<file path="src/rtl/fetch_pkg.sv">
// Shared types and default sizes for the 9-bit core instruction fetch front end.
package fetch_pkg;

    localparam int unsigned IW_DEF   = 9;
    localparam int unsigned PCW_DEF  = 10;
    localparam int unsigned LUTW_DEF = 5;
    localparam logic [IW_DEF-1:0] HALT_WORD_DEF = 9'h1FF;

    typedef enum logic [1:0] {
        StIdle,
        StRun,
        StDone
    } state_e;

    typedef enum logic [1:0] {
        RdNone,
        RdJump,
        RdBranch
    } redir_e;

endpackage

</file>
<file path="src/rtl/instr_fetch_if.sv">
// Instruction memory read bus: fetch unit is master, IMEM is slave.
interface instr_fetch_if #(
    parameter int unsigned IW  = 9,
    parameter int unsigned PCW = 10
) ();
    logic [PCW-1:0] ImemAddr;
    logic           ImemRe;
    logic [IW-1:0]  ImemData;

    modport master (output ImemAddr, output ImemRe, input ImemData);
    modport slave  (input ImemAddr, input ImemRe, output ImemData);
endinterface

</file>
<file path="src/rtl/branch_lut.sv">
// Branch/jump target table: register array, synchronous write, asynchronous read,
// cleared by reset.
module branch_lut
    import fetch_pkg::*;
#(
    parameter int unsigned LUTW = LUTW_DEF,
    parameter int unsigned PCW  = PCW_DEF
) (
    input  logic            Clk,
    input  logic            Reset_n,
    input  logic            we,
    input  logic [LUTW-1:0] waddr,
    input  logic [PCW-1:0]  wdata,
    input  logic [LUTW-1:0] raddr,
    output logic [PCW-1:0]  rdata
);
    localparam int unsigned Entries = 2 ** LUTW;

    logic [PCW-1:0] mem_q [Entries];

    always_ff @(posedge Clk or negedge Reset_n) begin
        if (!Reset_n) begin
            for (int i = 0; i < Entries; i++) begin
                mem_q[i] <= '0;
            end
        end else if (we) begin
            mem_q[waddr] <= wdata;
        end
    end

    assign rdata = mem_q[raddr];

endmodule

</file>
<file path="src/rtl/instr_fetch.sv">
// Instruction fetch: PC, synchronous IMEM reads, branch/jump redirect with one-bubble squash,
// halt detection. Define INSTR_COUNT_EN to add the saturating InstrCount output.
module instr_fetch
    import fetch_pkg::*;
#(
    parameter int unsigned    IW        = IW_DEF,
    parameter int unsigned    PCW       = PCW_DEF,
    parameter int unsigned    LUTW      = LUTW_DEF,
    parameter logic [IW-1:0]  HALT_WORD = HALT_WORD_DEF
) (
    input  logic              Clk,
    input  logic              Reset_n,
    input  logic              Start,
    input  logic              Hold,
    input  logic              Branch,
    input  logic              Zero,
    input  logic              Jump,
    input  logic              LutWe,
    input  logic [LUTW-1:0]   LutAddr,
    input  logic [PCW-1:0]    LutData,
    instr_fetch_if.master     imem,
    output logic [IW-1:0]     Instr,
    output logic              InstrValid,
    output logic [PCW-1:0]    Pc,
    output logic              Done
`ifdef INSTR_COUNT_EN
    ,
    output logic [15:0]       InstrCount
`endif
);
    state_e         state_q;
    logic [PCW-1:0] pc_q;
    logic [PCW-1:0] pc_cur_q;
    logic           valid_q;
    logic           done_q;

    logic           read_en;
    logic           consume;
    logic           is_halt;
    logic           redirect;
    logic           start_ok;
    logic           lut_we;
    logic [PCW-1:0] target;
    redir_e         cause;

    assign read_en  = (state_q == StRun) & ~Hold;
    assign consume  = valid_q & ~Hold;
    assign is_halt  = consume & (Instr == HALT_WORD);
    assign start_ok = Start & (state_q != StRun);
    assign lut_we   = LutWe & (state_q != StRun);

    // Halt outranks any redirect decoded from the same word.
    always_comb begin
        cause = RdNone;
        if (consume && !is_halt) begin
            if (Jump) begin
                cause = RdJump;
            end else if (Branch && Zero) begin
                cause = RdBranch;
            end
        end
    end

    assign redirect = (cause != RdNone);

    branch_lut #(
        .LUTW (LUTW),
        .PCW  (PCW)
    ) u_lut (
        .Clk     (Clk),
        .Reset_n (Reset_n),
        .we      (lut_we),
        .waddr   (LutAddr),
        .wdata   (LutData),
        .raddr   (Instr[LUTW-1:0]),
        .rdata   (target)
    );

    always_ff @(posedge Clk or negedge Reset_n) begin
        if (!Reset_n) begin
            state_q  <= StIdle;
            pc_q     <= '0;
            pc_cur_q <= '0;
            valid_q  <= 1'b0;
            done_q   <= 1'b0;
        end else begin
            case (state_q)
                StIdle, StDone: begin
                    if (start_ok) begin
                        state_q  <= StRun;
                        pc_q     <= '0;
                        pc_cur_q <= '0;
                        valid_q  <= 1'b0;
                        done_q   <= 1'b0;
                    end
                end
                StRun: begin
                    if (is_halt) begin
                        state_q <= StDone;
                        done_q  <= 1'b1;
                        valid_q <= 1'b0;
                    end else if (read_en) begin
                        // On redirect the sequential read issued now is squashed.
                        pc_q     <= redirect ? target : pc_q + PCW'(1);
                        pc_cur_q <= pc_q;
                        valid_q  <= ~redirect;
                    end
                end
                default: begin
                    state_q <= StIdle;
                end
            endcase
        end
    end

`ifdef INSTR_COUNT_EN
    logic [15:0] count_q;

    always_ff @(posedge Clk or negedge Reset_n) begin
        if (!Reset_n) begin
            count_q <= '0;
        end else if (start_ok) begin
            count_q <= '0;
        end else if (consume && (count_q != 16'hFFFF)) begin
            count_q <= count_q + 16'd1;
        end
    end

    assign InstrCount = count_q;
`endif

    assign imem.ImemAddr = pc_q;
    assign imem.ImemRe   = read_en;
    assign Instr         = imem.ImemData;
    assign InstrValid    = valid_q;
    assign Pc            = pc_cur_q;
    assign Done          = done_q;

endmodule
</file>
<file path="src/flat_wrapper.sv">
// flat-port wrapper written by rule: the top's interface ports become plain ports
module instr_fetch_flat import fetch_pkg::*;
#(
    parameter int unsigned    IW        = IW_DEF,
    parameter int unsigned    PCW       = PCW_DEF,
    parameter int unsigned    LUTW      = LUTW_DEF,
    parameter logic [IW-1:0]  HALT_WORD = HALT_WORD_DEF
)
  (Clk, Reset_n, Start, Hold, Branch, Zero, Jump, LutWe, LutAddr, LutData, Instr, InstrValid, Pc, Done, imem_ImemAddr, imem_ImemRe, imem_ImemData);
  instr_fetch_if #(.IW(IW), .PCW(PCW)) imem_i ();
  input  logic Clk;
  input  logic Reset_n;
  input  logic Start;
  input  logic Hold;
  input  logic Branch;
  input  logic Zero;
  input  logic Jump;
  input  logic LutWe;
  input  logic [LUTW-1:0] LutAddr;
  input  logic [PCW-1:0] LutData;
  output logic [IW-1:0] Instr;
  output logic InstrValid;
  output logic [PCW-1:0] Pc;
  output logic Done;
  output wire logic [$bits(imem_i.ImemAddr)-1:0] imem_ImemAddr;
  output wire logic [$bits(imem_i.ImemRe)-1:0] imem_ImemRe;
  input wire logic [$bits(imem_i.ImemData)-1:0] imem_ImemData;
  assign imem_ImemAddr = imem_i.ImemAddr;
  assign imem_ImemRe = imem_i.ImemRe;
  assign imem_i.ImemData = imem_ImemData;
  instr_fetch #(.IW(IW), .PCW(PCW), .LUTW(LUTW), .HALT_WORD(HALT_WORD)) u_core (.Clk(Clk), .Reset_n(Reset_n), .Start(Start), .Hold(Hold), .Branch(Branch), .Zero(Zero), .Jump(Jump), .LutWe(LutWe), .LutAddr(LutAddr), .LutData(LutData), .imem(imem_i), .Instr(Instr), .InstrValid(InstrValid), .Pc(Pc), .Done(Done));
endmodule
</file>
<file path="config.mk">
export PLATFORM = sky130hd
export DESIGN_NAME = instr_fetch_flat
export DESIGN_NICKNAME = d
export VERILOG_FILES = /design/src/rtl/fetch_pkg.sv /design/src/rtl/instr_fetch_if.sv /design/src/rtl/branch_lut.sv /design/src/rtl/instr_fetch.sv /design/src/flat_wrapper.sv
export SDC_FILE = /design/constraint.sdc
export NUM_CORES = 1
export LEC_CHECK = 0
export CELL_PAD_IN_SITES_DETAIL_PLACEMENT = 1
export CELL_PAD_IN_SITES_GLOBAL_PLACEMENT = 1
export CORE_UTILIZATION = 46
export DETAILED_ROUTE_END_ITERATION = 7
export PLACE_DENSITY_LB_ADDON = 0.1
export SLEW_MARGIN = 20
export SYNTH_ARGS = -nofsm -noshare
export SYNTH_HDL_FRONTEND = slang
export SYNTH_SLANG_ARGS = --single-unit
export TNS_END_PERCENT = 1
</file>
<file path="constraint.sdc">
create_clock -name Clk -period 1.8 [get_ports Clk]
set_input_delay 0.54 -clock Clk [delete_from_list [all_inputs] [get_ports Clk]]
set_output_delay 0.54 -clock Clk [all_outputs]
set_load 0.02 [all_outputs]
</file>
==> summary.txt <==
Clock network
  • Clock Tree Root: clkbuf_16
  • H-tree depth: 2
  • Worst-Skew Late Latency: 0.55 ns
  • CTS Sinks: 344
  • Clk pin slew, worst setup/hold paths: 0.06 ns
  • CTS tree: done
  • Max Root-Sink Buffers: 3
  • CTS Buf Count: 39

Critical path
  • Reg-to-Reg End: u_core.imem.ImemAddr[0]
  • Crit. End Element: flop
  • CP Launch Point: u_core.u_lut.mem_q[230]
  • CP Class: reg -> reg
  • CP arrival: 2.41 ns
  • FF-to-FF path depth: 4
  • Worst EP required: 2.23 ns
  • CP endpoint: u_core.imem.ImemAddr[0]
  • Maximum fanout along the worst path: 2
  • Critical Path Source Type: flop
  • Worst R2R Setup Slack: -0.19 ns
  • Reg-to-Reg Start: u_core.u_lut.mem_q[230]

Yosys
  • Synth warn: 0
  • Average size of a mapped cell: 13.45 um^2
  • Post-synth design cell area: 16100 um^2
  • Number of synthesized flops with an enable pin: 0
  • Synth Instances: 1197
  • Seq cells post-synth: 344
  • Top FF cell, synth: dfrtp_1
  • Post-synthesis sequential area ratio: 0.5347
  • Post-synthesis cell type count: 49
  • Post-synth ARST share: 1.000
  • Mapped Nets: 1230

Route
  • Drt pass-1 iters: 4
  • Final ANT Viol Nets: 0
  • DRC viols: 0
  • Initial DRC count: 608
  • DR WL/cell: 26.39 um
  • Via Count: 10960
  • Via/cell ratio: 5.862
  • Routed WL: 49340 um

Finish
  • Layout cells sized above 1: 0.5117
  • Fill cells: 3278
  • Final core utilization: 0.6085
  • Area delta synth->final: 30.23%
  • Diodes inserted: 0
  • Nets: 1421

Worst hold path
  • Worst min path class: reg -> reg
  • Hold path cells: 1

STA
  • Final Max Tran Viols: 0
  • Setup Viol. Count Final: 224
  • PnR worst setup slack: -0.1867 ns
  • Post-layout min period: 1.987 ns
  • Final Hold Viols: 0
  • Final period util: 1.104
  • Unrepaired setup endpoints after global routing: yes
  • Least-Margin Pin Slew: 0.4535 ns
  • Slew margin rel.: 0.6890
  • Final clock skew: 0.01709 ns
  • Highest clock rate: 503.3 MHz

Floorplanning
  • Die Y-Extent: 189.1 um
  • Row cnt: 68
  • Io pins: 64
  • Die X: 189.1 um
  • Initial Utilization: 0.4672
  • Die area: 35750 um^2
  • Area of the core: 34460 um^2

Placed design
  • Routability cong.: 0.8449
  • Post-DP HPWL: 31650 um
  • Place WS: -1.411 ns
  • Port Buf Inserts: 63

Global route
  • Vias in the first global route: 11930
  • GRT Overall Usage: 0.2817
  • GRT overflow: 0
  • First-pass GRT wire length: 75150 um
  • Initial antenna violation count: 1
  • Largest net degree at the start of global routing: 61

Power and ir drop
  • Lkg Pwr: 9.915 nW
  • Worst vdd ir: 0.6747 mV
  • PwrDens: 966.2 nW/um^2

Flow run
  • Maxcap violations: 0

Outcome
  • Status: complete, but fails checks
  • Failing checks: setup timing
sequential cells by signal, summed over array words and instances (netlist names):
| register | count |
|---|---|
| u_core.imem.ImemAddr | 10 |
| u_core.state_q | 2 |
| u_core.Done | 1 |
| u_core.Pc | 10 |
| u_core.u_lut.mem_q | 320 |
| u_core.InstrValid | 1 |
cell type report:
class                   instances  area [um^2]  share of cell area
flip-flops and latches        344         8612              0.4108
multi-input cells             757         7794              0.3717
repair buffers                243         2724              0.1299
clock buffers                  56         1142             0.05448
well taps                     455        569.3             0.02715
clock inverters                12        113.9            0.005431
inverters                       3        11.26           0.0005371
power by group:
group / switching [W] / internal, W / leakage (nW)
registers: 0.000521 / 0.00846 / 4.69
logic: 0.00176 / 0.00165 / 4.60
clock network: 0.00319 / 0.00469 / 0.627
total: 0.00547 / 0.0148 / 9.91
per-layer routing:
layer | part of all wire | global-route usage
met5 | 0 | 0
met4 | 0.035 | 0.1073
met3 | 0.042 | 0.04782
met2 | 0.48 | 0.4532
met1 | 0.45 | 0.3821
worst min-delay path by stage:
stage / from / end / slack [ns]
finish: u_core.u_lut.mem_q[312] / u_core.u_lut.mem_q[312] / 0.49
global route: u_core.u_lut.mem_q[312] / u_core.u_lut.mem_q[312] / 0.51
CTS: u_core.u_lut.mem_q[317] / u_core.u_lut.mem_q[317] / 0.49
detailed placement: Reset_n / u_core.u_lut.mem_q[276] / 0.48
global placement: u_core.u_lut.mem_q[317] / u_core.u_lut.mem_q[317] / 0.47
floorplan: Reset_n / u_core.Done / 0.24
synth_stat cells (2+ instances only):
master,number,area [um^2]
o21ai_0,19,95.09
nor2_1,18,67.56
xor2_1,4,35.03
a22oi_1,16,120.1
buf_6,2,22.52
a221oi_1,8,70.07
mux2_1,10,112.6
or3_1,2,12.51
nand2b_1,9,56.30
clkbuf_1,53,198.9
buf_1,2,7.510
mux4_2,15,337.8
nor2b_1,21,131.4
a211oi_1,16,120.1
a21oi_1,27,135.1
a32oi_1,4,35.03
a31oi_1,7,43.79
nand3_1,17,85.08
buf_4,18,135.1
nor3_1,5,25.02
nand3b_1,3,22.52
nor2_2,19,118.9
mux2_2,345,3885
o22ai_1,16,100.1
or4_1,4,30.03
buf_2,18,90.09
a22o_1,5,43.79
inv_1,3,11.26
xnor2_1,4,35.03
dfrtp_1,344,8608
a32o_1,2,20.02
mux2i_1,85,850.8
a2111oi_0,8,70.07
nand2_1,50,187.7
nand4_1,4,25.02
logic make-up (layout without fill, tap and decap cells):
kind of cell,after synthesis,count (layout),synth area share
compound gates,135,135,0.05790
fa+ha+maj,1,1,0.0007771
xor+xnor,8,8,0.004352
buf+inv,96,314,0.02891
flops,344,344,0.5347
mux,456,456,0.3238
simple gates,157,157,0.04958
layout by cell type, fill, tap and decap left out, types with 5 or more instances in the layout:
cell type and n:
a2111oi_4 5, a211oi_1 6, a211oi_2 10, a21oi_1 19, a21oi_2 8, a22o_1 5
a22oi_1 16, a31oi_1 7, buf_12 50, buf_2 12, buf_4 102, buf_6 26
clkbuf_1 9, clkbuf_16 42, clkbuf_8 6, clkdlybuf4s15_1 9, clkdlybuf4s15_2 6, clkdlybuf4s50_1 17
clkinv_2 9, dfrtp_1 341, dlygate4sd2_1 9, mux2_1 9, mux2_2 285, mux2_4 61
mux2i_1 79, mux2i_2 5, mux4_2 16, nand2_1 46, nand3_1 13, nor2_1 9
nor2_2 5, nor2_4 23, nor2b_1 18, o21ai_0 18, o22ai_1 9, o22ai_2 7
timing repair:
| action | 4_1_cts | 5_1_grt |
|---|---|---|
| setup endpoints to repair | 375 | 354 |
| hold buffers | 1 | 0 |
| buffers inserted | 2 | 4 |
| gates resized for setup | 201 | 126 |
| pin swaps | 17 | 9 |
| hold endpoints to repair | 28 | 0 |
| gates cloned | 2 | 1 |
per-stage QoR:
step | hold slack (ns) | total power (W) | std cells | TNS (ns) | cell area, um^2
floorplan | 0.2444 | 0.01065 | 1197 | -60.08 | 16190
global placement | 0.4733 | 0.01218 | 1792 | -190.15 | 18730
detailed placement | 0.4782 | 0.01230 | 1792 | -201.36 | 18730
CTS | 0.4932 | 0.02023 | 1865 | -4.973 | 20440
global route | 0.5117 | 0.02101 | 1870 | -23.30 | 20970
finish | 0.4926 | 0.02026 | 1870 | -7.203 | 20970
worst max-delay path: stages, from the launching register on:
cell       delay (ns)
dfrtp_1          0.40
mux4_2           0.50
mux4_2           0.54
a2111oi_4        0.37
o21ai_2          0.07
(Power assumes the default switching activity.)
